$ cat config.mk
export PLATFORM = sky130hd
export DESIGN_NAME = holly_bus_decoder
export DESIGN_NICKNAME = d
export VERILOG_FILES = /design/src/rtl/holly_bus_pkg.sv /design/src/rtl/holly_region_match.sv /design/src/rtl/holly_bus_decoder.sv
export SDC_FILE = /design/constraint.sdc
export NUM_CORES = 1
export LEC_CHECK = 0
export ABC_AREA = 1
export CAP_MARGIN = 20
export CORE_AREA = 2 2 210 212
export DETAILED_ROUTE_END_ITERATION = 8
export DIE_AREA = 0 0 212 214
export GPL_TIMING_DRIVEN = 0
export PLACE_DENSITY = 0.57
export SYNTH_ARGS = -nofsm -noshare
export SYNTH_HDL_FRONTEND = slang
export SYNTH_HIERARCHICAL = 1
export SYNTH_SLANG_ARGS = --single-unit
$ cat constraint.sdc
create_clock -name clock -period 1.8 [get_ports clock]
set_clock_uncertainty 0.1 [all_clocks]
set_input_delay 0.18 -clock clock [delete_from_list [all_inputs] [get_ports clock]]
set_output_delay 0.18 -clock clock [all_outputs]
set_load 0.02 [all_outputs]
$ cat src/rtl/holly_bus_pkg.sv
// Shared types and default region map for the HOLLY-side bus decoder.
// Latency: n/a (types and constants only).
// Backpressure: n/a.
package holly_bus_pkg;

    typedef enum logic [1:0] {
        ST_IDLE = 2'd0,
        ST_REQ  = 2'd1,
        ST_RESP = 2'd2,
        ST_DONE = 2'd3
    } state_t;

    localparam int DEF_N_REGIONS = 4;
    localparam int DEF_ADDR_W    = 29;

    // Region 0 PVR regs, 1 TA regs, 2 VRAM64, 3 SDRAM (region 0 in the low bits).
    localparam logic [DEF_N_REGIONS*DEF_ADDR_W-1:0] DEF_BASE = {
        29'h0c00_0000, 29'h0400_0000, 29'h005f_8000, 29'h005f_7c00
    };
    localparam logic [DEF_N_REGIONS*DEF_ADDR_W-1:0] DEF_LIMIT = {
        29'h0cff_ffff, 29'h047f_ffff, 29'h005f_9fff, 29'h005f_7cff
    };

    // Fill bit replicated across the data width for error reads.
    localparam logic ERR_FILL = 1'b1;

endpackage

$ cat src/rtl/holly_region_match.sv
// Range compare of an address against a base/limit table, lowest index wins.
// Latency: combinational.
// Backpressure: none (pure function of the address).
module holly_region_match #(
    parameter int                            N_REGIONS = 4,
    parameter int                            ADDR_W    = 29,
    parameter int                            IDX_W     = 2,
    parameter logic [N_REGIONS*ADDR_W-1:0]   BASE      = '0,
    parameter logic [N_REGIONS*ADDR_W-1:0]   LIMIT     = '0
) (
    input  logic [ADDR_W-1:0] addr,
    output logic              hit,
    output logic [IDX_W-1:0]  idx
);

    // Walk from the highest index down so the lowest matching region is the last writer.
    always_comb begin
        hit = 1'b0;
        idx = '0;
        for (int i = N_REGIONS - 1; i >= 0; i--) begin
            if ((addr >= BASE[i*ADDR_W +: ADDR_W]) && (addr <= LIMIT[i*ADDR_W +: ADDR_W])) begin
                hit = 1'b1;
                idx = IDX_W'(i);
            end
        end
    end

endmodule

$ cat src/rtl/holly_bus_decoder.sv
// SH4 data port to N HOLLY targets: decode, forward with rebased address, return one muxed response.
// Latency: miss 1 cycle after accept; hit 2 cycles after accept plus target wait/response cycles.
// Backpressure: one transaction in flight; cpu_req_ready only in IDLE. HOLLY_BUS_TIMEOUT_EN adds a stall watchdog.
module holly_bus_decoder
    import holly_bus_pkg::*;
#(
    parameter int                           N_REGIONS      = 4,
    parameter int                           ADDR_W         = 29,
    parameter int                           DATA_W         = 64,
    parameter logic [N_REGIONS*ADDR_W-1:0]  REGION_BASE    = holly_bus_pkg::DEF_BASE,
    parameter logic [N_REGIONS*ADDR_W-1:0]  REGION_LIMIT   = holly_bus_pkg::DEF_LIMIT,
    parameter logic [N_REGIONS-1:0]         REGION_NARROW  = 4'b0011,
    parameter int                           TIMEOUT_CYCLES = 256
) (
    input  logic                          clock,
    input  logic                          reset_n,
    input  logic                          cpu_req_valid,
    output logic                          cpu_req_ready,
    input  logic [ADDR_W-1:0]             cpu_req_addr,
    input  logic [DATA_W-1:0]             cpu_req_wdata,
    input  logic [DATA_W/8-1:0]           cpu_req_wmask,
    input  logic                          cpu_req_wen,
    output logic                          cpu_resp_valid,
    output logic [DATA_W-1:0]             cpu_resp_rdata,
    output logic                          cpu_resp_err,
    output logic [N_REGIONS-1:0]          tgt_req_valid,
    input  logic [N_REGIONS-1:0]          tgt_req_ready,
    output logic [ADDR_W-1:0]             tgt_req_addr,
    output logic [DATA_W-1:0]             tgt_req_wdata,
    output logic [DATA_W/8-1:0]           tgt_req_wmask,
    output logic                          tgt_req_wen,
    input  logic [N_REGIONS-1:0]          tgt_resp_valid,
    input  logic [N_REGIONS*DATA_W-1:0]   tgt_resp_rdata
);

    localparam int IDX_W = (N_REGIONS > 1) ? $clog2(N_REGIONS) : 1;
    localparam int HALF  = DATA_W / 2;

    if ((N_REGIONS < 1) || (N_REGIONS > 16) || (TIMEOUT_CYCLES < 2)) begin : g_bad_cfg
        $error("holly_bus_decoder: N_REGIONS must be 1..16 and TIMEOUT_CYCLES >= 2");
    end

    state_t              state, state_nxt;
    logic                ready_en_q;
    logic [IDX_W-1:0]    idx_q;
    logic [DATA_W-1:0]   rdata_q;
    logic                err_q;
    logic                hit;
    logic [IDX_W-1:0]    hit_idx;
    logic [ADDR_W-1:0]   hit_base;
    logic                accept;
    logic                sel_ready;
    logic                sel_resp;
    logic [DATA_W-1:0]   sel_rdata;
    logic                resp_fire;
    logic                timeout_hit;

    holly_region_match #(
        .N_REGIONS (N_REGIONS),
        .ADDR_W    (ADDR_W),
        .IDX_W     (IDX_W),
        .BASE      (REGION_BASE),
        .LIMIT     (REGION_LIMIT)
    ) u_match (
        .addr (cpu_req_addr),
        .hit  (hit),
        .idx  (hit_idx)
    );

    assign hit_base  = REGION_BASE[int'(hit_idx)*ADDR_W +: ADDR_W];
    assign accept    = cpu_req_valid && cpu_req_ready;
    // Only the latched target's inputs are ever looked at.
    assign sel_ready = tgt_req_ready[idx_q];
    assign sel_resp  = tgt_resp_valid[idx_q];
    assign sel_rdata = tgt_resp_rdata[int'(idx_q)*DATA_W +: DATA_W];
    assign resp_fire = ((state == ST_REQ) && sel_ready && sel_resp) ||
                       ((state == ST_RESP) && sel_resp);

`ifdef HOLLY_BUS_TIMEOUT_EN
    localparam int CNT_W = $clog2(TIMEOUT_CYCLES + 1);
    logic [CNT_W-1:0] to_cnt;

    // Watchdog: cleared on accept, counts every cycle spent waiting on the target.
    always_ff @(posedge clock or negedge reset_n) begin
        if (!reset_n) begin
            to_cnt <= '0;
        end else if (accept) begin
            to_cnt <= '0;
        end else if ((state == ST_REQ) || (state == ST_RESP)) begin
            to_cnt <= to_cnt + CNT_W'(1);
        end
    end

    // Fires in the last waiting cycle so the error response lands TIMEOUT_CYCLES after the request.
    assign timeout_hit = ((state == ST_REQ) || (state == ST_RESP)) &&
                         (to_cnt == CNT_W'(TIMEOUT_CYCLES - 1));
`else
    // No watchdog: a stalled target holds the decoder until reset.
    assign timeout_hit = 1'b0;
`endif

    // Ready is held low until the first clock after reset release.
    always_ff @(posedge clock or negedge reset_n) begin
        if (!reset_n) begin
            ready_en_q <= 1'b0;
        end else begin
            ready_en_q <= 1'b1;
        end
    end

    // State register.
    always_ff @(posedge clock or negedge reset_n) begin
        if (!reset_n) begin
            state <= ST_IDLE;
        end else begin
            state <= state_nxt;
        end
    end

    // Next-state: a real response in the final watchdog cycle still completes normally.
    always_comb begin
        state_nxt = state;
        case (state)
            ST_IDLE: if (accept) state_nxt = hit ? ST_REQ : ST_DONE;
            ST_REQ: begin
                if (resp_fire || timeout_hit) state_nxt = ST_DONE;
                else if (sel_ready)           state_nxt = ST_RESP;
            end
            ST_RESP: if (resp_fire || timeout_hit) state_nxt = ST_DONE;
            default: state_nxt = ST_IDLE;
        endcase
    end

    // Request payload capture on accept, response data/error capture on completion.
    always_ff @(posedge clock or negedge reset_n) begin
        if (!reset_n) begin
            idx_q         <= '0;
            tgt_req_addr  <= '0;
            tgt_req_wdata <= '0;
            tgt_req_wmask <= '0;
            tgt_req_wen   <= 1'b0;
            rdata_q       <= '0;
            err_q         <= 1'b0;
        end else if (accept) begin
            idx_q         <= hit_idx;
            tgt_req_addr  <= hit ? (cpu_req_addr - hit_base) : '0;
            tgt_req_wdata <= cpu_req_wdata;
            tgt_req_wmask <= cpu_req_wmask;
            tgt_req_wen   <= cpu_req_wen;
            err_q         <= ~hit;
            rdata_q       <= (!hit && !cpu_req_wen) ? {DATA_W{ERR_FILL}} : '0;
        end else if (resp_fire) begin
            err_q <= 1'b0;
            if (tgt_req_wen)               rdata_q <= '0;
            else if (REGION_NARROW[idx_q]) rdata_q <= {{(DATA_W-HALF){1'b0}}, sel_rdata[HALF-1:0]};
            else                           rdata_q <= sel_rdata;
        end else if (timeout_hit) begin
            err_q   <= 1'b1;
            rdata_q <= tgt_req_wen ? '0 : {DATA_W{ERR_FILL}};
        end
    end

    // One-hot request toward the latched target while in REQ.
    always_comb begin
        tgt_req_valid = '0;
        if (state == ST_REQ) tgt_req_valid[idx_q] = 1'b1;
    end

    assign cpu_req_ready  = (state == ST_IDLE) && ready_en_q;
    assign cpu_resp_valid = (state == ST_DONE);
    assign cpu_resp_rdata = (state == ST_DONE) ? rdata_q : '0;
    assign cpu_resp_err   = (state == ST_DONE) && err_q;

endmodule
# After elaboration in Yosys (flattened, before gate mapping)
# Cells that the tools add are included.
# Widths: inputs -> output; s select.
# totals
regBits	172
inputBits	369
out_inout_bits	173
# classes
addsub	1
multipliers	1
order_cmp	10
eq_ne	6
shifts	2
muxes	32
bitwise_logic	1
reduce_logical	18
# op_table
operator	n
$mux 64	6
$shiftx 256x9->64	1
$shiftx 116x8->29 const A	1
$ge 29x23->1 const B	2
$le 29x23->1 const B	2
$ge 29x27->1 const B	1
$ge 29x28->1 const B	1
$le 29x27->1 const B	1
$le 29x28->1 const B	1
$mux 29	1
$sub 29x29->29	1
$mux 2	9
$logic_and 1x1->1	12
$mux 1	10
$mul 2x5->7 const B	1
$bmux 1 s2	3
$pmux 2 s3	1
$eq 2x2->1 const B	2
$mux 4	1
$ne 2x2->1 const B	2
$lt 2x3->1 const B	1
$ne 3x3->1 const B	1
$reduce_and 3->1	1
$demux 1 s2	1
other kinds (7)	8

# Logic depth before layout (Yosys ltp)
# Gate-level depths: netlist of the first run.
# logic_depth
ltp_word	10
mapped_depth	20

# Modules after synthesis
# Netlist of the first run, hierarchy kept.
# modules_own_cells
mod	instances	cells_per_inst	area_each_um2
holly_bus_decoder	1	1396	9839.4
holly_region_match	1	66	304.0

# Worst setup path before layout of the first run
# Ideal clock, no wire load.
# synth_timing
path_kind	input to register
from	input cpu_req_addr[24]
to	register tgt_req_addr[20]
setup_time_ps	117
t_arrival_ps	2250
required_ps	1583
path_slack_ps	-667
cell_stages	17
path_buffers	0
cell_sequence	nor2_2 nand2_1 nor2_2 nand2_1 nand3_1 nand2_1 or2_2 ha_1 nand2_1 nor2_1 inv_1 o21ai_0 nand2_1 nand2_1 nand2_1 nand3_1 nand2_1
# synth_via
elab_chain_cells	10
# synth_rtl
item	line_no	source
start: declaration	holly_bus_decoder.sv:19	input logic [ADDR_W-1:0] cpu_req_addr,
$ge 29x28->1 or $le 29x28->1 (tied branches)	holly_region_match.sv:21	if ((addr >= BASE[i*ADDR_W +: ADDR_W]) && (addr <= LIMIT[i*ADDR_W +: ADDR_W])) begin
$logic_and 1x1->1	holly_region_match.sv:21	
$mux 2 (3 in a row)	holly_region_match.sv:21	
$mux 2 *	holly_region_match.sv:21	
named net hit_idx[0]	holly_bus_decoder.sv:49	logic [IDX_W-1:0] hit_idx;
$mul 2x5->7 *	holly_bus_decoder.sv:70	assign hit_base = REGION_BASE[int'(hit_idx)*ADDR_W +: ADDR_W];
$shiftx 116x8->29 *	holly_bus_decoder.sv:70	
$sub 29x29->29 *	holly_bus_decoder.sv:146	tgt_req_addr <= hit ? (cpu_req_addr - hit_base) : '0;
$mux 29 *	holly_bus_decoder.sv:146	
end signal: assignment	holly_bus_decoder.sv:146	
end: declaration	holly_bus_decoder.sv:28	output logic [ADDR_W-1:0] tgt_req_addr,
# The timed path passes the listed nets; every way through them passes the cells marked *.
# A chain may end at the register's enable or synchronous reset.

# Worst setup path in the final report of the first run
# layout_timing
from	input cpu_req_addr[13]
to	register tgt_req_addr[19]
# Same word-level chain as after synthesis.

==> results of run 1 <==
-- synth_stat cells --
cell type | count | area [µm²]
sky130_fd_sc_hd__nand2_1 | 556 | 2087
sky130_fd_sc_hd__dfrtp_1 | 172 | 4304
sky130_fd_sc_hd__nand3_1 | 162 | 810.8
sky130_fd_sc_hd__inv_1 | 127 | 476.7
sky130_fd_sc_hd__nor2_1 | 113 | 424.2
sky130_fd_sc_hd__a31oi_1 | 64 | 400.4
sky130_fd_sc_hd__a21oi_1 | 52 | 260.3
sky130_fd_sc_hd__clkbuf_1 | 46 | 172.7
sky130_fd_sc_hd__a22oi_1 | 32 | 240.2
sky130_fd_sc_hd__buf_2 | 26 | 130.1
sky130_fd_sc_hd__o21ai_0 | 21 | 105.1
sky130_fd_sc_hd__ha_1 | 20 | 250.2
sky130_fd_sc_hd__buf_1 | 9 | 33.78
sky130_fd_sc_hd__nand4_1 | 9 | 56.30
sky130_fd_sc_hd__nor3_1 | 9 | 45.04
sky130_fd_sc_hd__a22o_1 | 8 | 70.07
sky130_fd_sc_hd__buf_6 | 6 | 67.56
sky130_fd_sc_hd__nor2_4 | 4 | 45.04
sky130_fd_sc_hd__buf_4 | 3 | 22.52
sky130_fd_sc_hd__inv_2 | 3 | 11.26
sky130_fd_sc_hd__nand3b_1 | 3 | 22.52
sky130_fd_sc_hd__nor2_2 | 3 | 18.77
sky130_fd_sc_hd__clkinv_1 | 2 | 7.510
sky130_fd_sc_hd__nand2_2 | 2 | 12.51
sky130_fd_sc_hd__o31ai_1 | 2 | 15.01
sky130_fd_sc_hd__or2_2 | 2 | 12.51
sky130_fd_sc_hd__and3_1 | 1 | 6.260
sky130_fd_sc_hd__conb_1 | 1 | 3.750
sky130_fd_sc_hd__inv_4 | 1 | 6.260
sky130_fd_sc_hd__nand3_2 | 1 | 10.01
sky130_fd_sc_hd__o22ai_1 | 1 | 6.260
sky130_fd_sc_hd__xor2_1 | 1 | 8.760
-- metrics by stage --
step / setup TNS [ns] / area (µm²) / hold WS [ns]
2_1_floorplan: -5.396 / 10320 / -0.2156
3_3_place_gp: -1459.90 / 15830 / 0.3538
3_5_place_dp: -227.29 / 15860 / 0.05550
4_1_cts: -30.37 / 18390 / 0.004791
5_1_grt: -56.83 / 20660 / 0.03068
6_report: -42.47 / 20660 / 0.002040
-- worst paths after layout --
check                      slack (ns)  cells past startpoint                           end
max in group asynchronous        0.44                      3          ready_en_q$_DFF_PN0_
max reg2reg                     -0.30                     11       rdata_q[31]$_DFFE_PN0P_
max                             -0.33                     16  tgt_req_addr[19]$_DFFE_PN0P_
min in group asynchronous        0.14                      2  tgt_req_wmask[0]$_DFFE_PN0P_
min                             0.002                      5  tgt_req_addr[21]$_DFFE_PN0P_
min reg2reg                      0.38                      2  tgt_req_wdata[8]$_DFFE_PN0P_
-- power by group --
group,leakage [µW],switching [µW],internal (µW)
clock network,0.000281,1760,1950
registers,0.00214,1440,5570
logic,0.00710,9980,9190
total,0.00952,13200,16700
-- per-layer routing --
layer | vias up | wire length, µm
met5 | - | 0
met4 | 0 | 1233
met3 | 78 | 3133
met2 | 433 | 26090
met1 | 6124 | 21200
li1 | 5966 | -
-- sequential cells by signal (all words and copies together), names as in the netlist --
signal,flops
tgt_req_addr,29
state,2
tgt_req_wdata,64
idx_q,2
ready_en_q,1
err_q,1
rdata_q,64
tgt_req_wmask,8
tgt_req_wen,1
-- worst max-delay path: stages --
cell and delay [ns]:
sky130_fd_sc_hd__clkdlybuf4s15_2 0.25, sky130_fd_sc_hd__nor2_1 0.08, sky130_fd_sc_hd__nor2_2 0.11, sky130_fd_sc_hd__nand3_2 0.10
sky130_fd_sc_hd__nand3_4 0.11, sky130_fd_sc_hd__nand2_4 0.06, sky130_fd_sc_hd__or2_4 0.32, sky130_fd_sc_hd__ha_4 0.34
sky130_fd_sc_hd__buf_6 0.11, sky130_fd_sc_hd__nand2_4 0.05, sky130_fd_sc_hd__nor2_2 0.13, sky130_fd_sc_hd__nand3_2 0.11
sky130_fd_sc_hd__nand3_4 0.11, sky130_fd_sc_hd__a21oi_1 0.08, sky130_fd_sc_hd__o21ai_1 0.15, sky130_fd_sc_hd__nand2_1 0.08
-- cells by family (layout without fill, tap and decap cells) --
kind of cell,after synthesis,count (layout),synth area share (%)
XOR/XNOR,1,1,0.08636
AND/OR/NAND/NOR,865,867,35.01
flip-flops,172,172,42.43
adder cells (fa/ha/maj),20,20,2.467
AO/OA/AOI/OAI,180,180,10.82
other,1,1,0.03697
buffers and inverters,223,848,9.153
-- final cells by class --
type	instances	area, µm²
plain buffers	87	1185
clock buffers	19	432.9
clock inverters	13	132.6
fillers	4095	22230
inverters	133	546.8
multi-input cells	1069	7005
flip-flops and latches	172	4307
well taps	585	732.0
repair buffers	595	6306
repair inverters	1	8.758
-- timing repair --
action / 4_1_cts / 5_1_grt
setup buffers: 47 / 32
gates cloned: 14 / 21
hold buffers: 5 / 2
pin swaps: 72 / 73
endpoints found under the setup margin: 242 / 245
gates resized for setup: 826 / 455
endpoints found under the hold margin: 63 / 2
==> implementation parameters, run 1 <==
Parameter                              Value

Global routing
  Met1 global-route usage ... 25.51%
  Most Crowded Layer GR ... met2
  Largest net degree at the start of global routing ... 113
  Overflow after GRT ... 0
  Antenna violations before repair ... 0
  Grt met3 use ... 4.457%
  GRT Util Overall ... 21.06%
  GR Layer Usage met2 ... 37.46%
  Number of global-route vias before repair ... 12,504
  Global-route wire length before repair ... 73,690 µm

Place
  Post-DP HPWL ... 35,950 µm
  Number of port buffers ... 477
  Setup Slack @ Placement ... -1.467 ns
  GPL Wtd Cong ... 0.8773
  Placed cells ... 2,525

Drt
  Residual DRC ... 0
  Routed WL ... 51,660 µm
  First-pass iteration count of the detailed router ... 5
  Post-DR vias/cell ... 4.712
  Vias after detailed routing ... 12,601
  Number of nets still failing antenna checks after routing ... 0
  Iter 0 DRT Violations ... 668
  Routed wirelength normalized by instance count ... 19.32 µm

Die
  Floorplan die width ... 212 µm
  Total I/O pin count ... 542
  Initial core utilization ... 23.65%
  Area of the die ... 45,370 µm²
  Floorplan row count ... 76
  Die Span Y ... 214 µm
  Area inside the core boundary ... 42,890 µm²

Synthesis
  Post-synthesis area per instance ... 6.938 µm²
  Post-synthesis sequential area ratio ... 42.43%
  Total number of yosys warnings ... 6
  Number of nets in the synthesized netlist ... 1,851
  Count of mapped cells out of synthesis ... 1,462
  Post-synthesis instance area ... 10,140 µm²
  Number of distinct library cells after synthesis ... 32
  Number of synthesized register bits ... 172

Final layout
  Number of antenna cells inserted ... 0
  Area delta synth->final ... 103.6%
  Fraction of layout cells with a size suffix above 1 ... 33.27%
  Number of non-filler instances in the completed layout ... 2,674
  Leading cell type in the layout, fill and taps excluded ... sky130_fd_sc_hd__nand2_1
  Highest-count cells in the layout ignoring fill and taps ... sky130_fd_sc_hd__nand2_1 (411), sky130_fd_sc_hd__clkdlybuf4s50_1 (385), sky130_fd_sc_hd__dfrtp_1 (170)
  Post-layout util ... 48.16%
  Net total in the final layout ... 2,465

Clock tree
  Number of buffers added by the clock tree synthesis step ... 17
  Max H-tree Level ... 4
  Clock sink count ... 172
  CTS root buf ... sky130_fd_sc_hd__clkbuf_16
  Max Buffers Root-to-Sink ... 2
  Clk Latency, worst-skew pair ... 0.45 ns
  Clock slew seen by the registers of the worst setup and hold paths ... 0.07 ns
  Clock tree from TritonCTS ... yes

Critical path
  Start-to-end type of the worst setup path ... input port to flop
  Worst Path Arrival ... 2.36 ns
  Startpoint of the most critical setup path ... cpu_req_addr[13]
  WP data required ... 2.03 ns
  Reg2Reg Launch Point ... state[0]$_DFFE_PN0P_
  Maximum fanout encountered on the critical timing path ... 7
  Sort of element at the end of the critical path ... flop
  Crit start category ... input port

Flow run
  Max Cap Viol ... 0

Timing
  Fin. Hold Viols ... 0
  Highest Clock Rate ... 0.4701 GHz
  RSZ-0062 raised after global routing ... true
  Worst slew slack as a fraction of its limit ... 55.61%
  Final setup vio count ... 240
  Share of the cycle needed by the critical path after routing ... 118.2%
  Setup slack of the critical path after layout ... -0.3272 ns
  Post-layout min period ... 2.127 ns
  Slew at the pin closest to its max-slew limit ... 0.6659 ns
  Count of final max-slew check failures ... 0

Power and ir drop
  Static leakage ... 0.009516 µW
  Max rail drop VDD ... 0.6988 mV
  Power after layout ... 29,880 µW
  Power density cells ... 1447 nW/µm²

Hold path
  Hold_sp ... cpu_req_addr[21]
  Hold Crit Class ... input port to flop

Run status
  Result of the run ... finished, violations left
  Failing checks ... negative setup slack
Note: power is estimated with default switching activity, not from simulation.
==> run 2: changes to the inputs <==
- PLACE_DENSITY: 0.57 -> 0.62
==> implementation parameters, run 2 (same netlist as run 1, synthesis figures left out) <==
Parameter                              Value

Global routing
  Global-route wire length before repair ... 69,590 µm
  Overflow after GRT ... 0
  Number of global-route vias before repair ... 12,093
  Largest net degree at the start of global routing ... 98
  GRT Util Overall ... 20.03%
  Antenna violations before repair ... 1

Drt
  Vias after detailed routing ... 12,419
  Met1 wire length ... 20,200 µm
  Routed WL ... 50,090 µm
  Iter 0 DRT Violations ... 639
  Number of nets still failing antenna checks after routing ... 0
  Detailed-routed wire length on met3 ... 2961 µm
  Post-DR vias/cell ... 4.660
  DR WL met2 ... 25,620 µm
  Residual DRC ... 0
  Top layer used by detailed routing ... met4
  Routed wirelength normalized by instance count ... 18.80 µm
  First-pass iteration count of the detailed router ... 6

Die
  Initial core utilization ... 23.65%
  Area inside the core boundary ... 42,890 µm²
  Total I/O pin count ... 542
  Floorplan die width ... 212 µm
  Die Span Y ... 214 µm
  Area of the die ... 45,370 µm²
  Floorplan row count ... 76

Place
  Post-DP HPWL ... 35,600 µm
  GPL Wtd Cong ... 0.8661
  Area after DPL ... 15,860 µm²
  Setup Slack @ Placement ... -1.483 ns
  Number of port buffers ... 477

Critical path
  Crit start category ... flop
  Worst Path Arrival ... 1.86 ns
  Start-to-end type of the worst setup path ... flop to primary output
  Maximum fanout encountered on the critical timing path ... 8
  Worst R2R End ... rdata_q[51]$_DFFE_PN0P_
  WP data required ... 1.52 ns
  Reg2Reg Launch Point ... state[0]$_DFFE_PN0P_
  Sort of element at the end of the critical path ... primary output
  FF-to-FF path depth ... 11
  Register-to-register setup slack ... -0.19 ns

Clock tree
  Clock sink count ... 172
  Number of buffers added by the clock tree synthesis step ... 17
  Clock tree from TritonCTS ... yes
  CTS root buf ... sky130_fd_sc_hd__clkbuf_16
  Clock slew seen by the registers of the worst setup and hold paths ... 0.08 ns
  Max Buffers Root-to-Sink ... 2
  Clk Latency, worst-skew pair ... 0.47 ns
  Max H-tree Level ... 4
  Number of hold-repair buffers added at the cts stage ... 4

Power and ir drop
  Switch Pwr ... 12,600 µW
  Power after layout ... 28,650 µW
  Max rail drop VDD ... 0.7091 mV
  Share of total power consumed by net switching ... 44.00%
  Static leakage ... 0.009399 µW
  Part of the total power dissipated in the clock network ... 13.6%
  Power density cells ... 1419 nW/µm²
  Cell internal power dissipation ... 16,040 µW
  Portion of total power attributed to sequential cells ... 25.2%
  Power share of the combinational group ... 61.2%

Hold path
  Hold Crit Class ... input port to flop
  Hold_sp ... cpu_req_addr[21]
  Worst hold endpoint ... tgt_req_addr[21]$_DFFE_PN0P_
  Worst hold path cell count ... 5

Final layout
  Fraction of layout cells with a size suffix above 1 ... 33.33%
  Leading cell type in the layout, fill and taps excluded ... sky130_fd_sc_hd__clkdlybuf4s50_1
  Filler cell count in the final layout ... 4,095
  Post-Layout Inst Area ... 20,180 µm²
  Net total in the final layout ... 2,455
  Registers with the highest flip-flop counts ... rdata_q x64, tgt_req_wdata x64, tgt_req_addr x29
  Area delta synth->final ... 98.98%
  Highest-count cells in the layout ignoring fill and taps ... sky130_fd_sc_hd__clkdlybuf4s50_1 (386), sky130_fd_sc_hd__nand2_1 (382), sky130_fd_sc_hd__dfrtp_1 (169)

Run status
  Failing checks ... negative setup slack
  Result of the run ... finished, violations left

Timing
  Final setup vio count ... 231
  Count of final max-slew check failures ... 0
  Slew at the pin closest to its max-slew limit ... 0.6319 ns
  Setup slack of the critical path after layout ... -0.3397 ns
  Setup total negative slack ... -34.42 ns
  Share of the cycle needed by the critical path after routing ... 118.9%
  RSZ-0062 raised after global routing ... true
  Final worst hold slack ... 0.0003640 ns
  Worst slew slack as a fraction of its limit ... 57.87%
  Post-layout min period ... 2.140 ns
  Highest Clock Rate ... 0.4674 GHz
  Fin. Hold Viols ... 0

Flow run
  Max Cap Viol ... 0
==> run 2: changes by cell type in the layout (fill, tap and decap cells not counted), moves of 15 or more <==
cell / delta
sky130_fd_sc_hd__nor2_1: +15
sky130_fd_sc_hd__buf_4: -20
sky130_fd_sc_hd__buf_6: +25
sky130_fd_sc_hd__a31oi_1: +34
sky130_fd_sc_hd__a31oi_4: -34
sky130_fd_sc_hd__nand2_1: -29
==> run 2: metrics by stage <==
step                utilization, %  instances
finish                       47.06       2665
global placement             36.91       2524
detailed placement           36.99       2525
floorplan                        -       1462
global route                 47.06       2665
CTS                          41.34       2608
==> run 2: final cells by class <==
class,count,area [µm²],area share (%)
well taps,585,732.0,3.627
flip-flops and latches,172,4308,21.34
plain buffers,89,1074,5.319
multi-input cells,1068,6635,32.87
diodes,1,2.502,0.01240
clock buffers,19,452.9,2.244
repair buffers,585,6266,31.05
clock inverters,13,147.6,0.7315
inverters,133,565.5,2.802
==> run 2: worst max path at each step <==
stage	start	slack (ns)	end	depth (start not counted)
global placement	reset_n	-7.19	rdata_q[16]$_DFFE_PN0P_	1
global route	cpu_req_addr[23]	-0.40	tgt_req_addr[21]$_DFFE_PN0P_	19
CTS	state[1]$_DFFE_PN0P_	-0.28	cpu_resp_rdata[51]	6
finish	state[1]$_DFFE_PN0P_	-0.34	cpu_resp_rdata[60]	6
floorplan	cpu_req_addr[27]	-0.38	tgt_req_addr[20]$_DFFE_PN0P_	17
detailed placement	cpu_req_addr[24]	-1.48	tgt_req_addr[24]$_DFFE_PN0P_	13
==> run 2: critical path, stage by stage, from the launching register on <==
cell and delay, ns:
sky130_fd_sc_hd__dfrtp_2 0.44, sky130_fd_sc_hd__ha_4 0.26, sky130_fd_sc_hd__clkbuf_16 0.22, sky130_fd_sc_hd__clkbuf_16 0.19, sky130_fd_sc_hd__nand2_4 0.06, sky130_fd_sc_hd__inv_4 0.09, sky130_fd_sc_hd__buf_6 0.12
==> run 2: what timing repair did <==
action	CTS	global route
gates resized for setup	690	587
endpoints found under the setup margin	246	256
hold endpoints to repair	78	1
pin swaps	58	66
setup buffers	45	30
cloned	3	27
==> run 2: power by group through the flow <==
| stage | clock network (µW) | registers, µW | logic (µW) |
|---|---|---|---|
| after floorplan | 0 | 7410 | 5650 |
| after global placement | 0 | 6500 | 12000 |
| after detailed placement | 0 | 6550 | 12200 |
| after CTS | 4030 | 6630 | 13500 |
| after global routing | 4160 | 7390 | 18600 |
| final | 3900 | 7200 | 17500 |
==> run 2: per-layer routing <==
layer	vias to the layer above	GRT usage [%]
li1	5945	-
met1	5989	23.48
met2	414	35.67
met3	71	4.486
met4	0	6.901
met5	-	0
